File: src/rtl/life_pkg.sv
`default_nettype none
// ============================================================================
// life_pkg : shared FSM state type, rule constants and widths for life_engine
// Revision : 1.0
// ============================================================================
package life_pkg;

  typedef enum logic [1:0] {
    IDLE = 2'd0,
    STEP = 2'd1,
    DONE = 2'd2
  } life_state_e;

  // Conway rules: born with exactly 3, survive with 2 or 3
  localparam logic [8:0] LIFE_B3  = 9'b000001000;
  localparam logic [8:0] LIFE_S23 = 9'b000001100;

  localparam int NCNT_W = 4;

endpackage
`default_nettype wire

File: src/rtl/life_row_update.sv
`default_nettype none
// ============================================================================
// life_row_update : combinational next-state of one board row from its
//                   upper/centre/lower rows, with birth and death counts.
// Revision        : 1.0
// ============================================================================
module life_row_update
  import life_pkg::*;
#(
  parameter int COLS = 16,
  parameter int BC_W = $clog2(COLS + 1)
) (
  input  logic [COLS-1:0] i_up,
  input  logic [COLS-1:0] i_centre,
  input  logic [COLS-1:0] i_down,
  input  logic            i_wrap,
  input  logic [8:0]      i_birth_mask,
  input  logic [8:0]      i_survive_mask,
  output logic [COLS-1:0] o_next,
  output logic [BC_W-1:0] o_births,
  output logic [BC_W-1:0] o_deaths
);

  // Rows padded with one neighbour column on each side; bit c+1 is column c
  logic [COLS+1:0]   w_up_ext;
  logic [COLS+1:0]   w_mid_ext;
  logic [COLS+1:0]   w_dn_ext;
  logic [NCNT_W-1:0] w_n;
  logic              w_live;

  assign w_up_ext  = {i_wrap & i_up[0],     i_up,     i_wrap & i_up[COLS-1]};
  assign w_mid_ext = {i_wrap & i_centre[0], i_centre, i_wrap & i_centre[COLS-1]};
  assign w_dn_ext  = {i_wrap & i_down[0],   i_down,   i_wrap & i_down[COLS-1]};

  always_comb begin
    o_next   = '0;
    o_births = '0;
    o_deaths = '0;
    w_n      = '0;
    w_live   = 1'b0;
    for (int c = 0; c < COLS; c++) begin
      w_n = NCNT_W'(w_up_ext[c])  + NCNT_W'(w_up_ext[c+1])  + NCNT_W'(w_up_ext[c+2])
          + NCNT_W'(w_mid_ext[c])                           + NCNT_W'(w_mid_ext[c+2])
          + NCNT_W'(w_dn_ext[c])  + NCNT_W'(w_dn_ext[c+1])  + NCNT_W'(w_dn_ext[c+2]);
      w_live    = i_centre[c] ? i_survive_mask[w_n] : i_birth_mask[w_n];
      o_next[c] = w_live;
      o_births  = o_births + BC_W'(!i_centre[c] && w_live);
      o_deaths  = o_deaths + BC_W'(i_centre[c] && !w_live);
    end
  end

endmodule
`default_nettype wire

File: src/rtl/life_engine.sv
`default_nettype none
// ============================================================================
// life_engine : register-held Game of Life board, one row updated per clock,
//               runtime rules/wrap and saturating birth/death/generation counts.
//               Define LIFE_STABLE_DETECT_EN to add the 'stable' output.
// Revision    : 1.0
// ============================================================================
module life_engine
  import life_pkg::*;
#(
  parameter int ROWS  = 16,
  parameter int COLS  = 16,
  parameter int CNT_W = 32,
  parameter int ROW_W = $clog2(ROWS)
) (
  input  logic             clk,
  input  logic             rst,
  input  logic             load_valid,
  input  logic [ROW_W-1:0] load_row_idx,
  input  logic [COLS-1:0]  load_row_data,
  output logic             load_ready,
  input  logic             step_start,
  input  logic             wrap_en,
  input  logic [8:0]       birth_mask,
  input  logic [8:0]       survive_mask,
  output logic             busy,
  output logic             step_done,
  input  logic [ROW_W-1:0] rd_row_idx,
  output logic [COLS-1:0]  rd_row_data,
  output logic [CNT_W-1:0] birth_cnt,
  output logic [CNT_W-1:0] death_cnt,
`ifdef LIFE_STABLE_DETECT_EN
  output logic             stable,
`endif
  output logic [CNT_W-1:0] generation_cnt
);

  localparam int c_bc_w  = $clog2(COLS + 1);
  localparam int c_acc_w = $clog2(ROWS * COLS + 1);
  localparam int c_sum_w = ((CNT_W > c_acc_w) ? CNT_W : c_acc_w) + 1;
  localparam logic [ROW_W-1:0]   c_last_row = ROW_W'(ROWS - 1);
  localparam logic [ROW_W:0]     c_rows_ext = (ROW_W + 1)'(ROWS);
  localparam logic [c_sum_w-1:0] c_sum_max  = c_sum_w'({CNT_W{1'b1}});

  life_state_e        r_state;
  life_state_e        w_state_next;
  logic [COLS-1:0]    r_board [ROWS];
  logic [ROW_W-1:0]   r_row_ptr;
  logic [COLS-1:0]    r_prev_row;
  logic [COLS-1:0]    r_first_row;
  logic [8:0]         r_birth_mask;
  logic [8:0]         r_survive_mask;
  logic               r_wrap;
  logic [c_acc_w-1:0] r_births_acc;
  logic [c_acc_w-1:0] r_deaths_acc;
  logic [CNT_W-1:0]   r_birth_cnt;
  logic [CNT_W-1:0]   r_death_cnt;
  logic [CNT_W-1:0]   r_gen_cnt;
  logic               r_step_done;
  logic [COLS-1:0]    r_rd_data;

  logic               w_idle;
  logic               w_load_acc;
  logic               w_step_acc;
  logic               w_last_row;
  logic               w_rd_idx_ok;
  logic [COLS-1:0]    w_centre;
  logic [COLS-1:0]    w_down;
  logic [COLS-1:0]    w_next_row;
  logic [c_bc_w-1:0]  w_row_births;
  logic [c_bc_w-1:0]  w_row_deaths;
  logic [c_sum_w-1:0] w_birth_sum;
  logic [c_sum_w-1:0] w_death_sum;
  logic [c_sum_w-1:0] w_gen_sum;

  function automatic logic [CNT_W-1:0] sat(input logic [c_sum_w-1:0] v);
    return (v > c_sum_max) ? {CNT_W{1'b1}} : v[CNT_W-1:0];
  endfunction

  assign w_idle      = (r_state == IDLE);
  assign w_load_acc  = w_idle && load_valid && ({1'b0, load_row_idx} < c_rows_ext);
  // A load request in the same cycle takes priority over starting a step
  assign w_step_acc  = w_idle && step_start && !load_valid;
  assign w_last_row  = (r_row_ptr == c_last_row);
  assign w_rd_idx_ok = ({1'b0, rd_row_idx} < c_rows_ext);

  assign w_centre = r_board[r_row_ptr];
  assign w_down   = w_last_row ? (r_wrap ? r_first_row : '0)
                               : r_board[r_row_ptr + ROW_W'(1)];

  life_row_update #(
    .COLS (COLS),
    .BC_W (c_bc_w)
  ) u_row_update (
    .i_up           (r_prev_row),
    .i_centre       (w_centre),
    .i_down         (w_down),
    .i_wrap         (r_wrap),
    .i_birth_mask   (r_birth_mask),
    .i_survive_mask (r_survive_mask),
    .o_next         (w_next_row),
    .o_births       (w_row_births),
    .o_deaths       (w_row_deaths)
  );

  assign w_birth_sum = c_sum_w'(r_birth_cnt) + c_sum_w'(r_births_acc);
  assign w_death_sum = c_sum_w'(r_death_cnt) + c_sum_w'(r_deaths_acc);
  assign w_gen_sum   = c_sum_w'(r_gen_cnt) + c_sum_w'(1);

  always_ff @(posedge clk) begin
    if (rst) r_state <= IDLE;
    else     r_state <= w_state_next;
  end

  always_comb begin
    w_state_next = r_state;
    unique case (r_state)
      IDLE:    if (w_step_acc) w_state_next = STEP;
      STEP:    if (w_last_row) w_state_next = DONE;
      DONE:    w_state_next = IDLE;
      default: w_state_next = IDLE;
    endcase
  end

  always_ff @(posedge clk) begin
    if (rst) begin
      for (int r = 0; r < ROWS; r++) r_board[r] <= '0;
    end else if (w_load_acc) begin
      r_board[load_row_idx] <= load_row_data;
    end else if (r_state == STEP) begin
      r_board[r_row_ptr] <= w_next_row;
    end
  end

  always_ff @(posedge clk) begin
    if (rst) begin
      r_row_ptr      <= '0;
      r_prev_row     <= '0;
      r_first_row    <= '0;
      r_birth_mask   <= '0;
      r_survive_mask <= '0;
      r_wrap         <= 1'b0;
      r_births_acc   <= '0;
      r_deaths_acc   <= '0;
      r_birth_cnt    <= '0;
      r_death_cnt    <= '0;
      r_gen_cnt      <= '0;
      r_step_done    <= 1'b0;
    end else begin
      r_step_done <= 1'b0;
      if (w_step_acc) begin
        r_birth_mask   <= birth_mask;
        r_survive_mask <= survive_mask;
        r_wrap         <= wrap_en;
        r_prev_row     <= wrap_en ? r_board[ROWS-1] : '0;
        r_first_row    <= r_board[0];
        r_row_ptr      <= '0;
        r_births_acc   <= '0;
        r_deaths_acc   <= '0;
      end else if (r_state == STEP) begin
        // The old centre row becomes the upper neighbour of the next row
        r_prev_row   <= w_centre;
        r_row_ptr    <= r_row_ptr + ROW_W'(1);
        r_births_acc <= r_births_acc + c_acc_w'(w_row_births);
        r_deaths_acc <= r_deaths_acc + c_acc_w'(w_row_deaths);
      end else if (r_state == DONE) begin
        r_step_done <= 1'b1;
        r_birth_cnt <= sat(w_birth_sum);
        r_death_cnt <= sat(w_death_sum);
        r_gen_cnt   <= sat(w_gen_sum);
      end
    end
  end

  always_ff @(posedge clk) begin
    if (rst)              r_rd_data <= '0;
    else if (w_rd_idx_ok) r_rd_data <= r_board[rd_row_idx];
    else                  r_rd_data <= '0;
  end

`ifdef LIFE_STABLE_DETECT_EN
  logic r_stable;

  always_ff @(posedge clk) begin
    if (rst)                   r_stable <= 1'b0;
    else if (w_load_acc)       r_stable <= 1'b0;
    else if (r_state == DONE)  r_stable <= (r_births_acc == '0) && (r_deaths_acc == '0);
  end

  assign stable = r_stable;
`endif

  assign load_ready     = w_idle;
  assign busy           = !w_idle;
  assign step_done      = r_step_done;
  assign rd_row_data    = r_rd_data;
  assign birth_cnt      = r_birth_cnt;
  assign death_cnt      = r_death_cnt;
  assign generation_cnt = r_gen_cnt;

endmodule
`default_nettype wire

File: config.mk
export PLATFORM = sky130hd
export DESIGN_NAME = life_engine
export DESIGN_NICKNAME = d
export VERILOG_FILES = /design/src/rtl/life_pkg.sv /design/src/rtl/life_row_update.sv /design/src/rtl/life_engine.sv
export SDC_FILE = /design/constraint.sdc
export NUM_CORES = 1
export LEC_CHECK = 0
export CORE_ASPECT_RATIO = 0.8
export CORE_MARGIN = 3
export CORE_UTILIZATION = 52
export CTS_CLUSTER_DIAMETER = 80
export CTS_CLUSTER_SIZE = 25
export DETAILED_ROUTE_END_ITERATION = 8
export PLACE_DENSITY = 0.7
export SLEW_MARGIN = 20
export SYNTH_ARGS = -nofsm -noshare
export SYNTH_HDL_FRONTEND = slang
export SYNTH_SLANG_ARGS = --single-unit
File: constraint.sdc
create_clock -name clk -period 15.3 [get_ports clk]
set_input_delay 3.06 -clock clk [delete_from_list [all_inputs] [get_ports clk]]
set_output_delay 3.06 -clock clk [all_outputs]
set_load 0.005 [all_outputs]
==> results.md <==
- Worst hold-check path type: flop to flop
- Tightest Pin Transition: 1.07 ns
- Seq/Total Area, Yosys: 37.5%
- Arr. time, crit path: 11.92 ns
- WS Path Type: flop to flop
- Clock sinks: 448
- TritonCTS clock tree: yes
- Setup_tns: 0 ns
- Final cell count without fillers: 3,612
- Die area: roughly 62,000 um^2
- Gr ovfl total: 0
- Iter 0 DRT Violations: 3,068
- Worst hold endpoint: r_first_row[0]$_SDFFE_PP0P_
- Nets: 3,045
- Leak: 12.2 nW
- Sequential Power Share: 37.9%
- Warnings from Yosys: 0
- Adder-Cell Fraction of Synth Area: 9.36%
- Flop-to-flop setup slack: 3.84 ns
- Commonest non-fill, non-tap cell in the layout: nor2_1
- Fmax: 87.3 MHz
- Reg-to-Reg End: r_births_acc[6]$_SDFFE_PP0P_
- Final Hold Fails: 0
- Maximum clock path buffer count: 3
- Port bufs: around 160
- Reg2reg start: r_row_ptr[0]$_SDFFE_PP0P_
- Clk slew on worst S/H paths: about 0.10 ns
- Worst setup EP type: flop
- Most frequent cells in the layout: nor2_1, mux4_2, edfxtp_1, nand2_1, dfxtp_1
- Max-slew violations: 0
- Final GP Congestion: around 0.96
- Switching share of power: 34.4%
- Status: complete, no violations
- DP Wirelength: 66,400 um
- I/O pins: about 160
- VDD IR max: 0.0000996 V
- Post-route ant nets: 0
- DR vias: 24,820
- R2R depth: 35
- Pre-Repair DR Iteration Count: 6
- Syn Area/Cell: 11.2 um^2
- Share of layout cells above drive strength 1: 17.1%
- Vias in the first global route: 24,446
- Critical path fanouts, max: between 40 and 50
- DRC: 0
- Drt total wl: about 100,000 um
- Worst-skew pair later-pin latency: 0.62 ns
- CTS Root Cell: clkbuf_16
- Postcts setup bufs: 0
- DR WL/cell: 27.8 um
- Clk_skew: 0.0322 ns
- Cell area after synthesis: 30,700 um^2
- Largest net degree at the start of global routing: between 70 and 80
- RSZ-0062 raised after global routing: no
- Main synth FF type: edfxtp_1
- Fin crit period: about 11 ns
- Total CTS buffers: 28
- Worst Hold Path Cells: 2
- Critical path's largest stage delay: ~0.71 ns
- Syn-to-layout area delta: 11.1%
- Synth Area in Compound Gates: 10.2%
- Total power: 3.63 mW
- Pre-CTS setup slack: 3.81 ns
- Post-synth EDFFs: 256
- CP max-delay cell: buf_4
- Synth Register Bits: 448
- Ant. Diodes: 0
- XOR/XNOR Fraction of Synth Area: approximately 1.6%
- Initial antenna violation count: 6
- Critical path startpoint category: flop
- Comb pwr share: 36.6%
- CTS Hold Bufs: 0
- Quantity of gates resized following cts: 0
- Core area: 58,300 um^2
- Largest family of logic cells by synthesized area: multiplexers
- Synth cell types: just over 80
- HP Start: r_first_row[0]$_SDFFE_PP0P_
- Die Y: 223 um
- Initial core utilization: 52.7%
- Syn Nets: 2,969
- Synth Instances: 2,745
- Power density cells: 106 nW/um^2
- FP Rows: 79
- First-pass GRT wire length: 151,000 um
- Clock power frac: 25.5%
- Final Util: 58.5%
- Fin worst setup slack: between 3 and 4 ns
- Simple-Gate Fraction of Synth Area: 14.7%
- Internal: 2.38 mW
- Cell repeated most along the worst path: fa_1
- Total GRT Usage: 32.0%
- Multiplexer share of the synthesized area: 21.8%
- Endpoints failing setup: 0
- Synth async-reset ratio: 0%
- Req. time, crit path: 15.76 ns
- Final worst-path cycle share: about 75%
- Die W: 278 um
- Net Sw Power: 1.25 mW
- Slew Limit Headroom: between 20% and 30%
- Placed cells: ~3,600
- Total of max-cap violations: 0
- Vias/cell: 6.87
- Htree depth: 1
area by class of cell:
class | instances | area, um^2
fill | 4741 | 24200
multi-input combinational | 1951 | 17800
sequential | 448 | 11500
timing repair buffer | 238 | 2190
tap | 769 | 962
clock buffer | 33 | 762
inverter | 154 | 578
clock inverter | 19 | 305
cells by family after synthesis:
family	Yosys count
simple gates	974
flops	448
compound gates	430
buf+inv	346
mux	315
fa+ha+maj	177
xor+xnor	55
routing by layer:
metal	part of all wire (%)	global-route usage, %
met5	0.074	0
met4	4.7	12.7
met3	14	10.5
met2	43	47.2
met1	38	44.0
synthesized netlist by cell type, types with 19 or more instances:
master | count | area (um^2)
buf_2 | 28 | 140
mux4_2 | 264 | 5950
nor2_1 | 362 | 1360
and4_1 | 20 | 175
nor3_1 | 64 | 320
nand4_1 | 19 | 119
mux2_2 | 21 | 236
fa_1 | 88 | 1760
nor2_2 | 22 | 138
nand2b_1 | 40 | 250
ha_1 | 89 | 1110
a21oi_1 | 144 | 721
a211oi_1 | 44 | 330
xnor2_1 | 24 | 210
nor2b_1 | 45 | 282
nand3_1 | 74 | 370
edfxtp_1 | 256 | 7690
clkbuf_1 | 129 | 484
o21ai_0 | 49 | 245
a311oi_1 | 31 | 272
dfxtp_1 | 192 | 3840
inv_1 | 154 | 578
nand2_1 | 245 | 920
xor2_1 | 31 | 272
critical path, delay by kind of cell, from the launching register on:
| kind | cells | cell delay [ns] |
|---|---|---|
| AO/OA/AOI/OAI | 4 | 0.99 |
| XOR/XNOR | 1 | 0.20 |
| adder cells (fa/ha/maj) | 13 | 5.90 |
| buffers and inverters | 7 | 1.08 |
| flip-flops | 1 | 0.67 |
| multiplexers | 5 | 1.94 |
| AND/OR/NAND/NOR | 5 | 0.51 |
worst max-delay path by stage:
| stage | from | depth (start not counted) | to |
|---|---|---|---|
| final | r_row_ptr[0]$_SDFFE_PP0P_ | 35 | r_births_acc[6]$_SDFFE_PP0P_ |
| after global routing | r_row_ptr[0]$_SDFFE_PP0P_ | 32 | r_deaths_acc[8]$_SDFFE_PP0P_ |
| after CTS | r_row_ptr[0]$_SDFFE_PP0P_ | 35 | r_births_acc[6]$_SDFFE_PP0P_ |
| after detailed placement | r_row_ptr[0]$_SDFFE_PP0P_ | 35 | r_births_acc[6]$_SDFFE_PP0P_ |
| after global placement | r_row_ptr[0]$_SDFFE_PP0P_ | 32 | r_deaths_acc[8]$_SDFFE_PP0P_ |
| after floorplan | r_row_ptr[1]$_SDFFE_PP0P_ | 33 | r_deaths_acc[8]$_SDFFE_PP0P_ |
registers in the layout, summed over array words and instances, names as in the netlist, 4 cells and up, named ones only:
signal	flops
rd_row_data	16
death_cnt	32
r_birth_mask	9
r_births_acc	9
r_first_row	16
r_prev_row	16
r_deaths_acc	9
r_row_ptr	4
generation_cnt	32
r_board	256
r_survive_mask	9
birth_cnt	32
power by group through the flow:
stage | clock, mW | sequential [mW] | combinational (mW)
floorplan | 0 | 1.37 | 1.01
global placement | 0 | 1.40 | 1.25
detailed placement | 0 | 1.40 | 1.31
CTS | 0.933 | 1.37 | 1.32
global route | 0.972 | 1.38 | 1.46
finish | 0.925 | 1.38 | 1.33
per-stage QoR:
step | hold WS (ns) | cell area (um^2)
after CTS | 0.459 | 34100
final | 0.460 | 34100
after detailed placement | 0.447 | 33100
after global routing | 0.490 | 34100
after global placement | 0.443 | 33100
after floorplan | 0.436 | 30700
Power figures use the tool's default switching activity.
==> patch 1, RTL diff (same settings) <==
Add a define of `LIFE_STABLE_DETECT_EN`.
--- a/src/rtl/life_engine.sv
+++ b/src/rtl/life_engine.sv
@@ -7,2 +7,4 @@
 // ============================================================================
+`define LIFE_STABLE_DETECT_EN
+
 module life_engine
New outputs: stable. Function: not settled (the Yosys comparison gave no result); the edit may change what the design does.
==> patch 1 against the unedited design <==
- cell area fell by 2.4%
- routed wire length fell by 5.1%
- area after synthesis fell by 1.6%
- total power fell by 5.2%
- clock power fell by 13%
- non-clock buffer count fell by 25
- sequential cell count rose by 1
- critical path type unchanged
- setup slack improved by 0.18 ns
==> patch 1: results (changes against the unedited design) <==
Timing
The worst hold slack across all endpoints is 0.460 ns (+0.0000550 ns). The slew of the pin with the lowest slew margin is 1.22 ns (+0.144 ns). The worst-case clock skew came to 0.0414 ns (+0.00920 ns). The share of the cycle needed by the critical path after routing is 73.8% (-1.2 points).

Detailed routing
The wire length reported by the detailed router is 95,300 um (-5.1%). The mean number of vias per cell is 6.77 (-1.4%). The initial DRC count is 3,069 (+0.033%).

The iteration count of the initial detailed-routing pass is 6 (unchanged). The remaining number of nets flagged by the antenna check after routing was 0 (unchanged).

GRT
The global-route wire length before repair is 144,000 um (-4.4%). The via count of the first global-routing pass came to 23,300 (-4.5%). The pin count of the biggest net entering global routing is 94 (+32%).

The initial antenna violation count was 1 (-5). The overall fraction of global-route tracks in use was 30.9% (-1.0 points).

Clock tree
The latest clock arrival within the worst-skew pair is 0.62 ns (about the same). The clock-pin slew on the worst setup and hold paths is 0.10 ns (about the same). The total CTS buffers was 26 (-7.1%). The cell at the root of the clock tree is clkbuf_16.

The count of buffers added by post-CTS timing repair for setup is 0 (unchanged). The number of H-tree levels is 1 (unchanged). The maximum clock insertion buffer count is 3 (unchanged). The number of gates resized after CTS came to 0 (unchanged).

Yosys
The proportion of synthesized flip-flops having asynchronous set or reset is 0% (unchanged). The number of synthesized flops with an enable pin came to 256 (unchanged). Ranked by instance count, the synthesized netlist is headed by nor2_1, mux4_2, nand2_1.

The sequential-to-total area share from yosys stat is 38.2% (+0.68 points). The total nets after synthesis is 2,935 (-1.1%). The number of warnings issued by yosys is 0 (unchanged). The number of different library cells in the post-synthesis netlist is 69 (-15%). After synthesis, the cell types taking the most area are edfxtp_1, mux4_2, dfxtp_1.

Min path
The number of cells on the worst hold path was 2 (unchanged). The endpoint of the worst hold path is r_first_row[13]. The beginning of the worst hold path is r_first_row[13]. The tightest min-delay check is of the reg -> reg type.

Cells and area
The flip-flop count of the largest register after layout was 256 (unchanged). The fraction of final layout cells with drive strength greater than 1 is 15.7% (-1.4 points). The final net count is 2,976 (-2.3%).

The total area of multi-input combinational cells came to 0.0174 mm^2 (-2.2%). The number of filler instances in the final layout is 4,618 (-2.6%). The register with the most flip-flops is r_board.

Critical path
The top fanout value on the critical path was 36 (-20%). In this run the critical register-to-register path is captured at r_deaths_acc[8]. In this run the critical register-to-register path is launched from r_row_ptr[0].

The peak per-stage delay on the critical path came to 0.68 ns (-0.03 ns). On the critical path, the stage with the largest delay is an instance of dfxtp_4. The number of cells on the worst reg-to-reg path is 33 (-5.7%). The setup slack of the most critical reg-to-reg path is 4.02 ns (+0.18 ns). The type of element launching the critical path is a flop.

Power and ir drop
The total net switching power is 0.00116 W (-7.0%). The peak ir drop on the vdd network is 0.0954 mV (-4.2%). The leakage power figure came to 12.0 nW (-1.6%).

Place
The number of port buffers is 162 (+0.62%). The detailed placer's ending HPWL is 65,400 um (-1.5%). The post-detailed-placement cell area is 0.0324 mm^2 (-2.0%). The final weighted congestion in routability-driven placement is 0.912 (-4.8%).

Outcome
The flow ran to the end, and the final reports show no timing, DRC or antenna violations.
patch 1: how the worst max path moves through the flow:
| stage | end |
|---|---|
| 4_1_cts | r_births_acc[8] |
| 3_5_place_dp | r_deaths_acc[8] |
| 6_report | r_deaths_acc[8] |
| 2_1_floorplan | r_deaths_acc[8] |
| 3_3_place_gp | r_births_acc[8] |
| 5_1_grt | r_deaths_acc[8] |
patch 1: power by group through the flow:
stage	clock [W]	combinational [W]	sequential [W]
5_1_grt	0.000863	0.00138	0.00139
6_report	0.000807	0.00125	0.00138
3_3_place_gp	0	0.00120	0.00140
2_1_floorplan	0	0.000987	0.00137
3_5_place_dp	0	0.00124	0.00141
4_1_cts	0.000818	0.00125	0.00138
patch 1: stage by stage:
step	total power, W	cells
4_1_cts	0.00344	3532
5_1_grt	0.00363	3533
3_5_place_dp	0.00265	3484
6_report	0.00344	3533
2_1_floorplan	0.00236	2711
3_3_place_gp	0.00260	3484
patch 1: cell families after synthesis:
family                     share of synthesized area [%]
DFF                                                 38.2
adders and majority gates                           9.51
AOI/OAI and AO/OA                                   8.54
xor gates and xnor gates                            1.54
and+or+nand+nor                                     14.6
buffers and inverters                               4.54
muxes                                               23.1
patch 1: routing by layer:
metal	track usage, %	vias up	share of wire, %
met5	0	-	0
met4	9.26	0	3.4
met3	8.97	214	13
met2	46.5	1710	45
met1	43.7	11900	38
li1	-	10100	-
patch 1: final cells by class:
| cell class | instances | share of cell area [%] |
|---|---|---|
| Clock buffer | 34 | 2.20 |
| Sequential cell | 449 | 34.7 |
| Tap cell | 760 | 2.86 |
| Antenna cell | 1 | 0.00751 |
| Inverter | 135 | 1.52 |
| Multi-Input combinational cell | 1927 | 52.3 |
| Timing Repair Buffer | 213 | 6.00 |
| Clock inverter | 14 | 0.451 |
patch 1: worst max-delay path: cells and delay by family, from the launching register on:
family,cells,cell delay [ns]
AND/OR/NAND/NOR,5,0.55
XOR/XNOR,1,0.14
adder cells (fa/ha/maj),13,6.11
flip-flops,1,0.68
buffers and inverters,5,0.86
AO/OA/AOI/OAI,5,1.03
multiplexers,4,1.72
==> patch 2, RTL diff (config.mk and constraints unchanged) <==
Without the edit above. Put one more register stage on the output `death_cnt`, cleared by the reset. The value now appears one clock later. The other outputs are not delayed to match.
--- a/src/rtl/life_engine.sv
+++ b/src/rtl/life_engine.sv
@@ -197,3 +197,9 @@
   assign birth_cnt      = r_birth_cnt;
-  assign death_cnt      = r_death_cnt;
+  always_ff @(posedge clk) begin
+    if (rst) begin
+      death_cnt <= '0;
+    end else begin
+      death_cnt <= r_death_cnt;
+    end
+  end
   assign generation_cnt = r_gen_cnt;
Check against the original RTL: not settled (the Yosys comparison gave no result); the edit may change what the design does.
==> patch 2 against the unedited design <==
- total power is 2.7% lower
- setup slack better by 0.44 ns
- highest routed layer unchanged
- cell area is 0.55% higher
- routed wire length is 4.4% lower
- critical path type unchanged
- area after synthesis is 1.5% higher
- sequential cell count is 32 higher
- fmax is 4.0% higher
- synthesized cell count is 2.0% higher
==> patch 2: results (changes against the unedited design) <==
Outcome
The run finished with clean final reports.

Critical path
The arrival time at the worst endpoint is 11.49 ns (-0.43 ns). The number of cells on the worst reg-to-reg path is 36 (+2.9%). The peak per-stage delay on the critical path came to 0.85 ns (+0.14 ns). In this run the critical register-to-register path is captured at r_births_acc[8]. The top fanout value on the critical path is 39 (-13%). For this design, the slowest cell found on the critical path is dfxtp_4.

Min path
The worst hold path terminates at r_first_row[6]. The class of the tightest hold or removal check is reg -> reg. The beginning of the worst hold path is r_first_row[6].

Cells and area
The final net count is 3,068 (+0.76%). The number of filler instances in the final layout is 4,751 (+0.21%). The register with the most flip-flops in the final layout is r_board. The core utilization of the finished layout was 58.4% (-0.072 points). The number of antenna diodes was 0 (unchanged). The final non-filler cell total came to 3,632 (+0.55%). The fraction of final layout cells with drive strength greater than 1 is 15.5% (-1.6 points).

GRT
The overall fraction of global-route tracks in use is 30.3% (-1.7 points). The pin count of the biggest net entering global routing is 101 (+42%). The via count of the first global-routing pass came to 24,000 (-1.8%). The initial antenna violation count is 2 (-4). The global-route wire length before repair is 146,000 um (-3.4%).

Yosys
By count the netlist is led by nor2_1, mux4_2, nand2_1. The total nets after synthesis came to 3,024 (+1.9%). The fraction of the mapped netlist area in adder cells is 9.22% (-0.14 points). The sequential-to-total area share from yosys stat is 39.0% (+1.5 points). The number of warnings issued by yosys is 0 (unchanged). The number of different library cells in the post-synthesis netlist is 69 (-15%). The number of synthesized flops with an enable pin is 256 (unchanged). The share of cell area taken by muxes after synthesis is 22.1% (+0.23 points). The mean post-synth cell area is 11.1 um^2 (-0.49%). In the post-synthesis netlist, the biggest area contributors are edfxtp_1, mux4_2, dfxtp_1.

The parity-gate share of the synthesized area counting xor and xnor cells is 1.94% (+0.37 points). The fraction of the mapped netlist area in compound gates is 7.96% (-2.3 points). The proportion of synthesized flip-flops having asynchronous set or reset is 0% (unchanged).

Detailed routing
The initial DRC count was 3,292 (+7.3%). The routed length per instance is 26.4 um (-4.9%). The detailed-route via count is 24,600 (-1.0%).

The iteration count of the initial detailed-routing pass is 6 (unchanged).

Clock tree
The number of H-tree levels is 1 (unchanged). The total CTS buffers is 27 (-3.6%). The latest clock arrival within the worst-skew pair is slightly above 0.6 ns.

Power and ir drop
The peak ir drop on the vdd network is 0.108 mV (+8.0%). The leakage power figure is 12.4 nW (+1.4%).

Place
The detailed placer's ending HPWL is 66,500 um (about the same). The setup slack at placement was 4.28 ns (+0.469 ns). The number of cells after detailed placement is 3,584 (+0.67%). The final weighted congestion in routability-driven placement is 0.988 (+3.1%).

The post-detailed-placement cell area came to 0.0334 mm^2 (+1.2%).

Timing
The minimum period implied by the final worst setup slack is 11.02 ns (-0.437 ns). The worst-case clock skew is 0.0296 ns (-0.00260 ns). The worst slew margin relative to its limit is 19.0% (-9.2 points).

The worst hold slack across all endpoints came to 0.462 ns (+0.00112 ns).
[patch 2: cell count changes after synthesis, moves of 17 or more]
cell     change
nand2_1     +23
a21oi_1     -17
dfxtp_1     +32
nor2_2      -21
and3_1      +19
nor2b_1     +31
nor2_1      +27
mux4_2      +28
[patch 2: power by group]
| group | switching, W | internal (W) | leakage, nW | total [W] |
|---|---|---|---|---|
| registers | 0.0000675 | 0.00140 | 4.47 | 0.00147 |
| logic | 0.000655 | 0.000585 | 7.47 | 0.00124 |
| clock network | 0.000473 | 0.000348 | 0.419 | 0.000821 |
| total | 0.00120 | 0.00234 | 12.4 | 0.00353 |
[patch 2: layout make-up]
type	instances	area share (%)
clock inverter	12	0.470
tap	769	2.80
timing repair buffer	217	5.90
multi-input combinational	1978	51.7
sequential	480	35.5
inverter	140	1.53
clock buffer	36	2.07
[patch 2: routing by layer]
layer  part of all wire (%)  GRT usage (%)  wire, um
met1                     37           40.5     35300
met2                     46           47.5     44200
met3                     13           9.24     12700
met4                    3.9           10.3      3770
met5                  0.024              0        23
